===== config.mk =====
export PLATFORM = sky130hd
export DESIGN_NAME = cfa_rgb_streamer
export DESIGN_NICKNAME = d
export VERILOG_FILES = /design/src/rtl/cfa_rgb_streamer.sv
export SDC_FILE = /design/constraint.sdc
export NUM_CORES = 1
export LEC_CHECK = 0
export ABC_AREA = 1
export BUFFER_PORTS_ARGS = -buffer_cell sky130_fd_sc_hd__buf_2
export CORE_MARGIN = 2
export CORE_UTILIZATION = 62
export DETAILED_ROUTE_END_ITERATION = 7
export PLACE_DENSITY = 0.86
export SYNTH_ARGS = -nofsm -noshare
export SYNTH_HDL_FRONTEND = slang
export SYNTH_SLANG_ARGS = --single-unit

===== constraint.sdc =====
create_clock -name clk -period 4.5 [get_ports clk]
set_input_delay 0.225 -clock clk [delete_from_list [all_inputs] [get_ports clk]]
set_output_delay 0.225 -clock clk [all_outputs]
set_load 0.02 [all_outputs]

===== src/rtl/cfa_rgb_streamer.sv =====
// Reads the green/red/blue planes row-major and streams one RGB beat per pixel
// with sof/eol/eof tags; a 2-entry fall-through FIFO absorbs read latency and back-pressure.
module cfa_rgb_streamer #(
    parameter int ADDR_W = 17,
    parameter int DATA_W = 12,
    parameter int DIM_W  = 11
) (
    input  logic              clk,
    input  logic              rst,
    input  logic              start,
    input  logic [DIM_W-1:0]  rowMax,
    input  logic [DIM_W-1:0]  colMax,
    output logic              readEnable,
    output logic [ADDR_W-1:0] readAddress,
    input  logic [DATA_W-1:0] greenRead,
    input  logic [DATA_W-1:0] redRead,
    input  logic [DATA_W-1:0] blueRead,
    output logic              pixValid,
    input  logic              pixReady,
    output logic [DATA_W-1:0] pixRed,
    output logic [DATA_W-1:0] pixGreen,
    output logic [DATA_W-1:0] pixBlue,
    output logic              sof,
    output logic              eol,
    output logic              eof,
    output logic              busy,
    output logic              done,
    output logic [1:0]        fsm_state
);

    localparam int BEAT_W = 3 * DATA_W + 3;

    typedef enum logic [1:0] {
        S_IDLE  = 2'd0,
        S_FETCH = 2'd1,
        S_DRAIN = 2'd2,
        S_DONE  = 2'd3
    } state_t;

    state_t state, state_nxt;

    logic [DIM_W-1:0]  row_max_q, col_max_q, row, col;
    logic [ADDR_W-1:0] addr;
    logic              in_flight;
    logic [2:0]        tag_q;
    logic [BEAT_W-1:0] fifo_mem [2];
    logic              rd_ptr, wr_ptr;
    logic [1:0]        fifo_count;
    logic [BEAT_W-1:0] head;
    logic [2:0]        occ;
    logic              accept, zero_dim, issue, pop, push;
    logic              last_col, last_row, head_eof, eof_pop;

    // Stream handshake: a beat transfers on a rising edge where pixValid & pixReady;
    // pixValid never drops and the head never changes until that transfer happens.
    assign pixValid = (fifo_count != 2'd0);
    assign pop      = pixValid & pixReady;
    assign push     = in_flight;
    assign head     = fifo_mem[rd_ptr];
    assign head_eof = head[BEAT_W-3];
    assign eof_pop  = pop & head_eof;

    assign accept   = start & (state == S_IDLE);
    assign zero_dim = (rowMax == '0) | (colMax == '0);
    assign last_col = (col == col_max_q - 1'b1);
    assign last_row = (row == row_max_q - 1'b1);

    // FIFO occupancy plus the read still in the memory pipe must stay within 2 entries.
    assign occ   = {1'b0, fifo_count} + {2'b00, in_flight};
    assign issue = (state == S_FETCH) & (occ < (3'd2 + {2'b00, pop}));

    always_ff @(posedge clk or negedge rst) begin
        if (!rst) state <= S_IDLE;
        else      state <= state_nxt;
    end

    always_comb begin
        state_nxt = state;
        case (state)
            S_IDLE:  if (accept) state_nxt = zero_dim ? S_DONE : S_FETCH;
            S_FETCH: if (issue && last_col && last_row) state_nxt = S_DRAIN;
            S_DRAIN: if (eof_pop) state_nxt = S_DONE;
            S_DONE:  state_nxt = S_IDLE;
            default: state_nxt = S_IDLE;
        endcase
    end

    always_comb begin
        readEnable = issue;
        fsm_state  = state;
    end

    always_ff @(posedge clk or negedge rst) begin
        if (!rst) begin
            row_max_q   <= '0;
            col_max_q   <= '0;
            row         <= '0;
            col         <= '0;
            addr        <= '0;
            in_flight   <= 1'b0;
            tag_q       <= 3'b000;
        end else begin
            in_flight <= issue;
            if (accept && !zero_dim) begin
                row_max_q <= rowMax;
                col_max_q <= colMax;
                row       <= '0;
                col       <= '0;
                addr      <= '0;
            end else if (issue) begin
                tag_q <= {(row == '0) && (col == '0), last_col, last_col && last_row};
                addr  <= addr + 1'b1;
                if (last_col) begin
                    col <= '0;
                    row <= row + 1'b1;
                end else begin
                    col <= col + 1'b1;
                end
            end
        end
    end

    assign readAddress = addr;

    // A zero-sized frame still raises busy for its single DONE cycle, so done follows one cycle later.
    always_ff @(posedge clk or negedge rst) begin
        if (!rst) begin
            busy <= 1'b0;
            done <= 1'b0;
        end else begin
            done <= ((state == S_DRAIN) && eof_pop) || ((state == S_DONE) && busy);
            if (accept)
                busy <= 1'b1;
            else if ((state == S_DONE) || ((state == S_DRAIN) && eof_pop))
                busy <= 1'b0;
        end
    end

    always_ff @(posedge clk or negedge rst) begin
        if (!rst) begin
            for (int i = 0; i < 2; i++) fifo_mem[i] <= '0;
            rd_ptr     <= 1'b0;
            wr_ptr     <= 1'b0;
            fifo_count <= 2'd0;
        end else begin
            if (push) begin
                fifo_mem[wr_ptr] <= {tag_q, redRead, greenRead, blueRead};
                wr_ptr           <= ~wr_ptr;
            end
            if (pop) rd_ptr <= ~rd_ptr;
            fifo_count <= fifo_count + {1'b0, push} - {1'b0, pop};
        end
    end

    assign pixRed   = head[3*DATA_W-1:2*DATA_W];
    assign pixGreen = head[2*DATA_W-1:DATA_W];
    assign pixBlue  = head[DATA_W-1:0];
    assign sof      = pixValid & head[BEAT_W-1];
    assign eol      = pixValid & head[BEAT_W-2];
    assign eof      = pixValid & head_eof;

endmodule


# Yosys cells after proc, flatten, opt, wreduce, memory -nomap -nowiden
# Index checks and enable logic that the tools add are counted.
op_classes:
  add_sub_neg: 9
  order_cmp: 4
  eq_ne: 8
  muxes: 21
  bitwise: 13
  n_reduce_logical: 23
ops:
  columns: ["cell", "count"]
  rows:
  - ["2-to-1 mux 39 bit", 4]
  - ["bitwise mux 78 bit", 1]
  - ["2-to-1 mux 11 bit", 6]
  - ["zero test 11 bit", 4]
  - ["demux 39 bit (select 1 bit)", 1]
  - ["2-to-1 mux 17 bit", 2]
  - ["adder 11 x 1 -> 11 bit, second input constant", 2]
  - ["== test 11 bit", 2]
  - ["subtractor 11 x 1 -> 11 bit, second input constant", 2]
  - ["adder 17 x 1 -> 17 bit, second input constant", 1]
  - ["logical AND 1 bit", 8]
  - ["2-to-1 mux 2 bit", 4]
  - ["case mux 2 bit (4 select lines)", 1]
  - ["nonzero test 2 bit", 4]
  - ["bitwise AND 1 bit", 7]
  - ["== test 2 bit, second input constant", 2]
  - [">= comparator 2 bit, second input constant", 2]
  - ["inequality test 2 bit, second input constant", 2]
  - ["inverter 1 -> 2 bit", 2]
  - ["AND reduction 2 bit", 2]
  - ["adder 2 x 1 -> 3 bit", 1]
  - ["adder 2 x 1 -> 3 bit, first input constant", 1]
  - ["< comparator 3 bit", 1]
  - ["inverter 1 bit", 3]
  - ["11 further kinds", 13]
totals:
  register_bits: 151
  input_bits: 62
  out_inout_bits: 62
  wordCells: 93

# Depth between registers and ports, before layout
# Gate-level depths: netlist of the first run.
logic_depth:
  ltp_word: 9
  depth_mapped: 17
  ltp_nobuf: 17

# Worst setup path after synthesis of the first run
# OpenSTA, ideal clock, no wires.
synth_path:
  path_type: "reg-to-reg"
  startpoint: "register in_flight"
  endpoint: "register addr[10], in the netlist readAddress[10]"
  setup_time_ps: 121
  arrival_ps: 1824
  required_ps: 4379
  slack_ps: 2555
  path_stages_with_launch: 13
  path_buffers: 0
  synth_period_minus_slack_ps: 1945
  cell_sequence: "dfrtp_1 -> ha_1 -> ha_1 -> o21ai_2 -> nand2_2 -> nor2_8 -> nand2_2 -> nor3_4 -> nand2_1 -> nor2_2 -> nand3_1 -> nand2_1 -> a21oi_1"
synth_via:
  elab_chain_len: 4
synth_lines:
  columns: ["element", "line", "text"]
  rows:
  - ["start: declaration", "44", "logic in_flight;"]
  - ["start signal: assignment", "103", "in_flight <= issue;"]
  - ["adder 2 x 1 -> 3 bit", "69", "assign occ = {1'b0, fifo_count} + {2'b00, in_flight};"]
  - ["< comparator 3 bit", "70", "assign issue = (state == S_FETCH) & (occ < (3'd2 + {2'b00, pop}));"]
  - ["bitwise AND 1 bit", "70", null]
  - ["named net readEnable", "13", "output logic readEnable,"]
  - ["nonzero test 2 bit (no line)", null, null]
  - ["end signal: assignment", "112", "addr <= addr + 1'b1;"]
  - ["end: declaration", "43", "logic [ADDR_W-1:0] addr;"]
# The timed path passes the listed nets, and every way through them passes these cells.
# A chain may end at the register's enable or synchronous reset.

# Worst setup path in the final report of the first run
layout_path:
  startpoint: "register row_max_q[0]"
  endpoint: "register state[1], in the netlist fsm_state[1]"
layout_via:
  elab_chain_len: 5
layout_lines:
  columns: ["element", "line", "text"]
  rows:
  - ["start: declaration", "42", "logic [DIM_W-1:0] row_max_q, col_max_q, row, col;"]
  - ["start signal: assignment", "105", "row_max_q <= rowMax;"]
  - ["subtractor 11 x 1 -> 11 bit", "66", "assign last_row = (row == row_max_q - 1'b1);"]
  - ["== test 11 bit", "66", null]
  - ["logical AND 1 bit", "81", "S_FETCH: if (issue && last_col && last_row) state_nxt = S_DRAIN;"]
  - ["inequality test 2 x 1 -> 1 bit (no line)", null, null]
  - ["AND reduction 3 bit (no line)", null, null]
  - ["end signal: assignment", "74", "else state <= state_nxt;"]
  - ["end: declaration", "40", "state_t state, state_nxt;"]
# Every way passes these cells.

==> summary.md, run 1 <==
| Metric | Value |
|---|---|
| Most frequent cell after synthesis | nand2_1 |
| Slowest CP cell | dfrtp_1 |
| Cts hold-fix bufs | 3 |
| Worst r2r dst | fsm_state[1]$_DFFE_PN0P_ |
| Area grow syn2layout | 18.2% |
| ANT nets after route | 0 |
| Worst hold margin | 0.00861 ns |
| Clock skew | 0.00681 ns |
| Count of state elements after synthesis | 151 |
| Total number of vias | 7110 |
| CTS Buf Count | 17 |
| Syn avg cell area | 7.71 sq um |
| Die Span X | 117 microns |
| Accumulated negative setup slack | 0 ns |
| Comb power frac | 0.229 |
| Share of the clock period used by the worst path | 0.499 |
| Vias in the first global route | 6612 |
| Residual DRC count | 0 |
| CP Launch Type | register |
| Crit-path cells | inv_1 -> ha_1 -> nand2_1 -> nor2_1 -> nand3_1 -> nand3_1 -> nand2_1 -> nor2_1 -> nand3_1 -> nor2_1 -> nand3_1 -> nand2_1 -> nand2_1 -> nand2_1 -> nand2_1 |
| Pre-antenna DRT Iters | 6 |
| Reg power frac | 0.363 |
| CTS tree | yes |
| Largest net degree at the start of global routing | 115 |
| First-pass GRT wire length | 30800 microns |
| Fin worst setup slack | 2.26 ns |
| Yosys warns | 0 |
| Mapped Area | 7860 sq um |
| H-tree depth | 4 |
| Critical path arrival | 2.57 ns |
| I/O Buffers | 123 |
| Initial Util | 0.628 |
| Endpoint of the worst setup timing path | fsm_state[1]$_DFFE_PN0P_ |
| Cell count after synthesis | 1019 |
| Placer Congestion | 0.858 |
| Worst-Margin Slew | 1.07 ns |
| Crit path time final | 2.24 ns |
| Die height | 117 microns |
| Overall Power | 0.00381 W |
| Layout cells sized above 1 | 0.164 |
| Max-cap violations | 0 |
| Yosys cell types | 40 |
| Internal power | 0.00263 W |
| Clock-pin slew on the worst setup and hold paths | 0.06 ns |
| Clock latency on the worst-skew pair | 0.43 ns |
| Reg2reg path depth | 15 |
| P_leak | 5.09 nW |
| Rel. slew slack | 0.289 |
| CP Capture Type | register |
| Critical Path Fanout Max | 6 |
| Global route overflow | 0 |
| Ant diodes | 0 |
| CORE AREA | 12500 sq um |
| Utilization after layout | 0.742 |
| Reg2Reg Launch Point | row_max_q[0]$_DFFE_PN0P_ |
| Reg-to-reg setup timing slack | 2.26 ns |
| Root Buffer | clkbuf_16 |
| Initial antenna violation count | 0 |
| Drt initial violations | 738 |
| Post-CTS Setup Bufs | 0 |
| Req. time, crit path | 4.82 ns |
| Cell row count | 41 |
| Dpl hpwl | 12400 microns |
| IO Pins | 124 |
| CP most frequent cell | nand2_1 |
| Fin. max-slew vios | 0 |
| Final Hold Vio Count | 0 |
| Hold Startpoint | rowMax[9] |
| Number of flops mapped to enable cells by yosys | 0 |
| Global Route Usage Sum | 0.290 |
| NetSw | 0.00118 W |
| PD cells | 410 nW/um^2 |
| Die ar. | 13600 sq um |
| HP Class | in -> reg |
| Setup Viol. Count Final | 0 |
| FFs w/ async S/R, synth | 1.00 |
| Routed wire length | 18700 microns |
| Sequential cell area fraction in the yosys report | 0.481 |
| Power share of the clock group | 0.408 |
| Max VDD drop | 0.261 mV |
| Leading area contributor after synthesis | dfrtp_1 |
| Longest Clk Path Bufs | 2 |
| Post-synth top cells | 348 x nand2_1, 151 x dfrtp_1, 119 x inv_1 |
| Final #Nets | 1216 |
| Fillers | 951 |
| Place WS | 2.36 ns |
| CTS resizes | 0 |
| Unrepaired setup endpoints after global routing | no |
| Critical Path Max Stage Delay | 0.39 ns |
| Area share of the leading cell type in the synthesized netlist | 0.481 |
| Primary FF master, synth | dfrtp_1 |
| Peak Freq | 0.445 GHz |
| Status | completed |
| WS Path Type | reg -> reg |
| TritonCTS Sinks | 151 |
| Vias per cell | 5.38 |
| Source of the critical timing path | row_max_q[0]$_DFFE_PN0P_ |
| Syn nets | 1097 |
| Drt wl/cell | 14.2 microns |
| Area contributors post-synth | dfrtp_1 48%, nand2_1 17%, o21ai_0 7.1% |
| Net Sw Frac | 0.311 |
==> cells by family (layout without fill, tap and decap cells) <==
kind of cell / Yosys count / count (layout) / synth area share
AO/OA/AOI/OAI: 146 / 146 / 0.0973
XOR/XNOR: 35 / 35 / 0.0390
adder cells (fa/ha/maj): 16 / 16 / 0.0255
buffers and inverters: 158 / 289 / 0.0775
flip-flops: 151 / 151 / 0.481
multiplexers: 1 / 1 / 0.00127
AND/OR/NAND/NOR: 512 / 512 / 0.279
==> sequential cells by signal, summed over array words and instances (netlist names), 2 cells and up <==
signal       cells
fifo_mem        78
fifo_count       2
row             11
row_max_q       11
col_max_q       11
col             11
readAddress     17
tag_q            3
fsm_state        2
==> cells in the final DEF, fill, tap and decap left out, drive strengths merged <==
cell type and count:
a32o 1, inv 126, o21a 1, clkinv 3
nand3b 3, mux2i 1, nor4 14, o22ai 5
bufinv 4, nand4 15, xnor2 5, a211oi 1
ha 16, a31oi 1, dfrtp 151, o31ai 4
nor3 16, o21ai 122, buf 130, clkinvlp 2
a22oi 1, clkbuf 21, nand3 52, or2 2
nand2 357, a21oi 10, dlygate4sd3 3, xor2 30
nor2 53
==> layout make-up <==
cell class	count	area (sq um)	area share
inverter	125	469	0.0505
tap	172	215	0.0232
multi-input combinational	710	3470	0.374
clock buffer	21	480	0.0517
sequential	151	3780	0.407
clock inverter	10	166	0.0179
timing repair buffer	133	704	0.0759
==> layer usage <==
metal  vias up  wire [microns]  track usage
met5         -               0            0
met4         0             415        0.107
met3        44            1270       0.0581
met2       284            9080        0.486
met1      3304            7960        0.378
li1       3478               -            -
==> metrics by stage <==
| step | cell area [sq um] | std cells |
|---|---|---|
| detailed placement | 8610 | 1288 |
| floorplan | 7860 | 1019 |
| finish | 9290 | 1322 |
| CTS | 9290 | 1322 |
| global placement | 8610 | 1288 |
| global route | 9290 | 1322 |
==> power by group through the flow <==
stage          combinational [W]  sequential [W]  clock (W)
6_report                0.000873         0.00138    0.00155
3_3_place_gp            0.000860         0.00141          0
4_1_cts                 0.000878         0.00138    0.00156
3_5_place_dp            0.000869         0.00141          0
5_1_grt                 0.000979         0.00139    0.00162
2_1_floorplan           0.000565         0.00141          0
==> worst min-delay path by stage <==
stage	to	slack, ns	cells past startpoint
after detailed placement	row_max_q[5]$_DFFE_PN0P_	0.44	1
final	row_max_q[9]$_DFFE_PN0P_	0.009	3
after floorplan	busy$_DFFE_PN0P_	-0.07	0
after CTS	row_max_q[9]$_DFFE_PN0P_	0.0004	3
after global routing	row_max_q[8]$_DFFE_PN0P_	0.02	3
after global placement	row_max_q[10]$_DFFE_PN0P_	0.44	3
==> critical path, delay by kind of cell, from the launching register on <==
kind                       cells  cell delay (ns)
DFF                            1             0.39
adders and majority gates      1             0.25
buffers and inverters          1             0.15
and+or+nand+nor               13             1.35
No activity file was read; power rests on OpenSTA's default activity.
==> run 2: changes to the inputs <==
- CORE_UTILIZATION: 62 -> 57
- PLACE_DENSITY: 0.86 -> 0.8
- clock period: 4.5 -> 2.1 ns (I/O delays scaled with it)
==> run 2 against run 1 <==
  * Register-to-register slack lost 2.2 ns
  * Non-clock buffer count grew 79
  * Total power grew 110%
  * Sequential power grew 120%
  * Sequential cell count is the same
  * Count of clock-buffer cells in the layout shrank 3
  * Largest power group is now registers
==> summary.md, run 2 (synthesis results as in run 1) <==
| Metric | Value |
|---|---|
| Fin. max-slew vios | 0 (unchanged) |
| Drt wl/cell | 14.6 microns (+2.9%) |
| Critical Path Max Stage Delay | 0.45 ns (+0.06 ns) |
| Pre-antenna DRT Iters | 5 (-1) |
| Initial Util | 0.589 (-0.0391) |
| Vias per cell | 5.35 (-0.46%) |
| CP Capture Type | register |
| Root Buffer | clkbuf_16 |
| Utilization after layout | 0.763 (+0.0215) |
| Area grow syn2layout | 29.7% |
| Register with the most flip-flops | fifo_mem |
| Power share of the clock group | 0.369 (-0.039) |
| Crit-path cells | nor2_1 -> nand2_1 -> nor2_1 -> nand2_1 -> nand2_1 -> nand2_1 -> a21oi_1 -> nand2_1 -> nor2_4 -> nand3_2 -> nand2_2 -> nand2_1 -> nand2_1 -> nand2_1 |
| Met3 usage | 0.0564 (-0.00173) |
| Commonest non-fill, non-tap cell in the layout | nand2_1 |
| Die ar. | 14700 sq um (+8.5%) |
| Critical path arrival | 2.32 ns (-0.25 ns) |
| Crit path time final | 2.00 ns (-0.242 ns) |
| Layout cells sized above 1 | 0.198 (+0.0339) |
| Initial antenna violation count | 0 (unchanged) |
| Max-cap violations | 0 (unchanged) |
| Worst-Margin Slew | 0.539 ns (-0.528 ns) |
| CP bufs+invs | 0 (-1) |
| Die height | 121 microns (+4.1%) |
| TritonCTS Sinks | 151 (unchanged) |
| Placer Congestion | 0.912 (+6.3%) |
| Status | completed |
| Global Route Usage Sum | 0.282 (-0.00791) |
| Ant diodes | 0 (unchanged) |
| Most frequent cells in the layout | 342 x nand2_1, 149 x dfrtp_1, 121 x buf_2 |
| Drt initial violations | 513 (-30%) |
| Residual DRC count | 0 (unchanged) |
| Routed wire length | 20500 microns (+9.5%) |
| HP Class | in -> reg |
| Vias in the first global route | 7181 (+8.6%) |
| CTS tree | yes |
| CTS Buf Count | 17 (unchanged) |
| Setup Viol. Count Final | 0 (unchanged) |
| Share of the clock period used by the worst path | 0.954 (+0.455) |
| Final Hold Vio Count | 0 (unchanged) |
| Global route hottest layer | met2 |
| Global route overflow | 0 (unchanged) |
| First-pass GRT wire length | 33000 microns (+7.4%) |
| Longest Clk Path Bufs | 2 (unchanged) |
| ANT nets after route | 0 (unchanged) |
| Internal power | 0.00529 W (+100%) |
| Critical Path Fanout Max | 5 (-1) |
| P_leak | 5.43 nW (+6.8%) |
| Cell row count | 42 (+2.4%) |
| M1 GR Usage | 0.359 (-0.0184) |
| WS Path Type | reg -> reg |
| Die Span X | 121 microns (+4.1%) |
| Peak Freq | 0.499 GHz (+12%) |
| Cell family contributing the most delay on the critical path | simple AND/OR/NAND/NOR gates |
| M2 GR Usage | 0.478 (-0.00855) |
| Max FFs per register | 78 (unchanged) |
| CP Launch Type | register |
| Clock-pin slew on the worst setup and hold paths | 0.06 ns (about the same) |
| Fillers | 921 (-3.2%) |
| Clock skew | 0.00692 ns (+0.000113 ns) |
| Total number of vias | 7532 (+5.9%) |
| Accumulated negative setup slack | 0 ns (unchanged) |
| Max VDD drop | 0.499 mV (+91%) |
| Reg power frac | 0.373 (+0.010) |
| I/O Buffers | 123 (unchanged) |
| Largest net degree at the start of global routing | 51 (-56%) |
| Final #Nets | 1296 (+6.6%) |
| Net Sw Frac | 0.336 (+0.0252) |
| IO Pins | 124 (unchanged) |
| CP most frequent cell | nand2_1 |
| PD cells | 782 nW/um^2 (+91%) |
| Clock latency on the worst-skew pair | 0.42 ns (about the same) |
| Req. time, crit path | 2.41 ns (-2.41 ns) |
| Comb power frac | 0.258 (+0.029) |
| Dpl hpwl | 13100 microns (+5.5%) |
| H-tree depth | 4 (unchanged) |
| Rel. slew slack | 0.641 (+0.352) |
| Unrepaired setup endpoints after global routing | yes |
| NetSw | 0.00268 W (+130%) |
| Slowest CP cell | dfrtp_1 |
| CORE AREA | 13300 sq um (+6.6%) |
run 2: final cells by class:
class / count / area (sq um) / share of cell area
Multi-Input combinational cell: 711 / 3630 / 0.356
Timing Repair Buffer: 212 / 1520 / 0.149
Clock buffer: 18 / 429 / 0.0421
Inverter: 125 / 472 / 0.0463
Clock inverter: 14 / 139 / 0.0136
Sequential cell: 151 / 3780 / 0.371
Tap cell: 176 / 220 / 0.0216
run 2: metrics by stage:
stage	setup slack [ns]	cells	total power [W]	cell area [sq um]	hold slack, ns
after floorplan	0.155	1019	0.00423	7860	-0.191
after global placement	0.102	1305	0.00492	8770	0.0779
after detailed placement	0.0217	1305	0.00496	8770	0.0797
after CTS	0.0305	1396	0.00798	9940	0.0176
after global routing	-0.101	1407	0.00832	10200	0.0227
final	0.0967	1407	0.00797	10200	0.0204
run 2: final timing paths:
check,from,depth (start not counted),slack [ns],end
worst max-delay path,col_max_q[6]$_DFFE_PN0P_,14,0.1,fsm_state[0]$_DFFE_PN0P_
worst min-delay path,blueRead[7],3,0.02,fifo_mem[7]$_DFFE_PN0P_
worst max register to register,col_max_q[6]$_DFFE_PN0P_,14,0.1,fsm_state[0]$_DFFE_PN0P_
worst min register to register,fifo_mem[11]$_DFFE_PN0P_,2,0.48,fifo_mem[11]$_DFFE_PN0P_
max in group asynchronous,rst,3,1.27,fifo_mem[70]$_DFFE_PN0P_
min in group asynchronous,rst,2,0.21,row_max_q[6]$_DFFE_PN0P_
run 2: worst register-to-register path: stages (launching register included):
cell	delay, ns
dfrtp_1	0.45
nor2_1	0.21
nand2_1	0.08
nor2_1	0.15
nand2_1	0.08
nand2_1	0.06
nand2_1	0.05
a21oi_1	0.13
nand2_1	0.11
nor2_4	0.17
nand3_2	0.12
nand2_2	0.10
nand2_1	0.08
nand2_1	0.08
nand2_1	0.05
run 2: power groups by stage:
stage	clock, W	combinational [W]	sequential, W
floorplan	0	0.00121	0.00302
global placement	0	0.00190	0.00302
detailed placement	0	0.00193	0.00303
CTS	0.00298	0.00203	0.00297
global route	0.00311	0.00223	0.00298
finish	0.00294	0.00205	0.00298
run 2: repair_timing:
action | CTS | global route
buffers inserted | 0 | 10
hold buffers | 59 | 0
pin swaps | 0 | 23
cloned | 0 | 1
endpoints found under the setup margin | 2 | 32
resized for setup | 2 | 48
endpoints found under the hold margin | 139 | 0
run 2: metal layers:
| metal | routed length (microns) | part of all wire |
|---|---|---|
| met1 | 8580 | 0.42 |
| met2 | 10100 | 0.49 |
| met4 | 581 | 0.028 |
| met3 | 1200 | 0.059 |
| met5 | 0 | 0 |
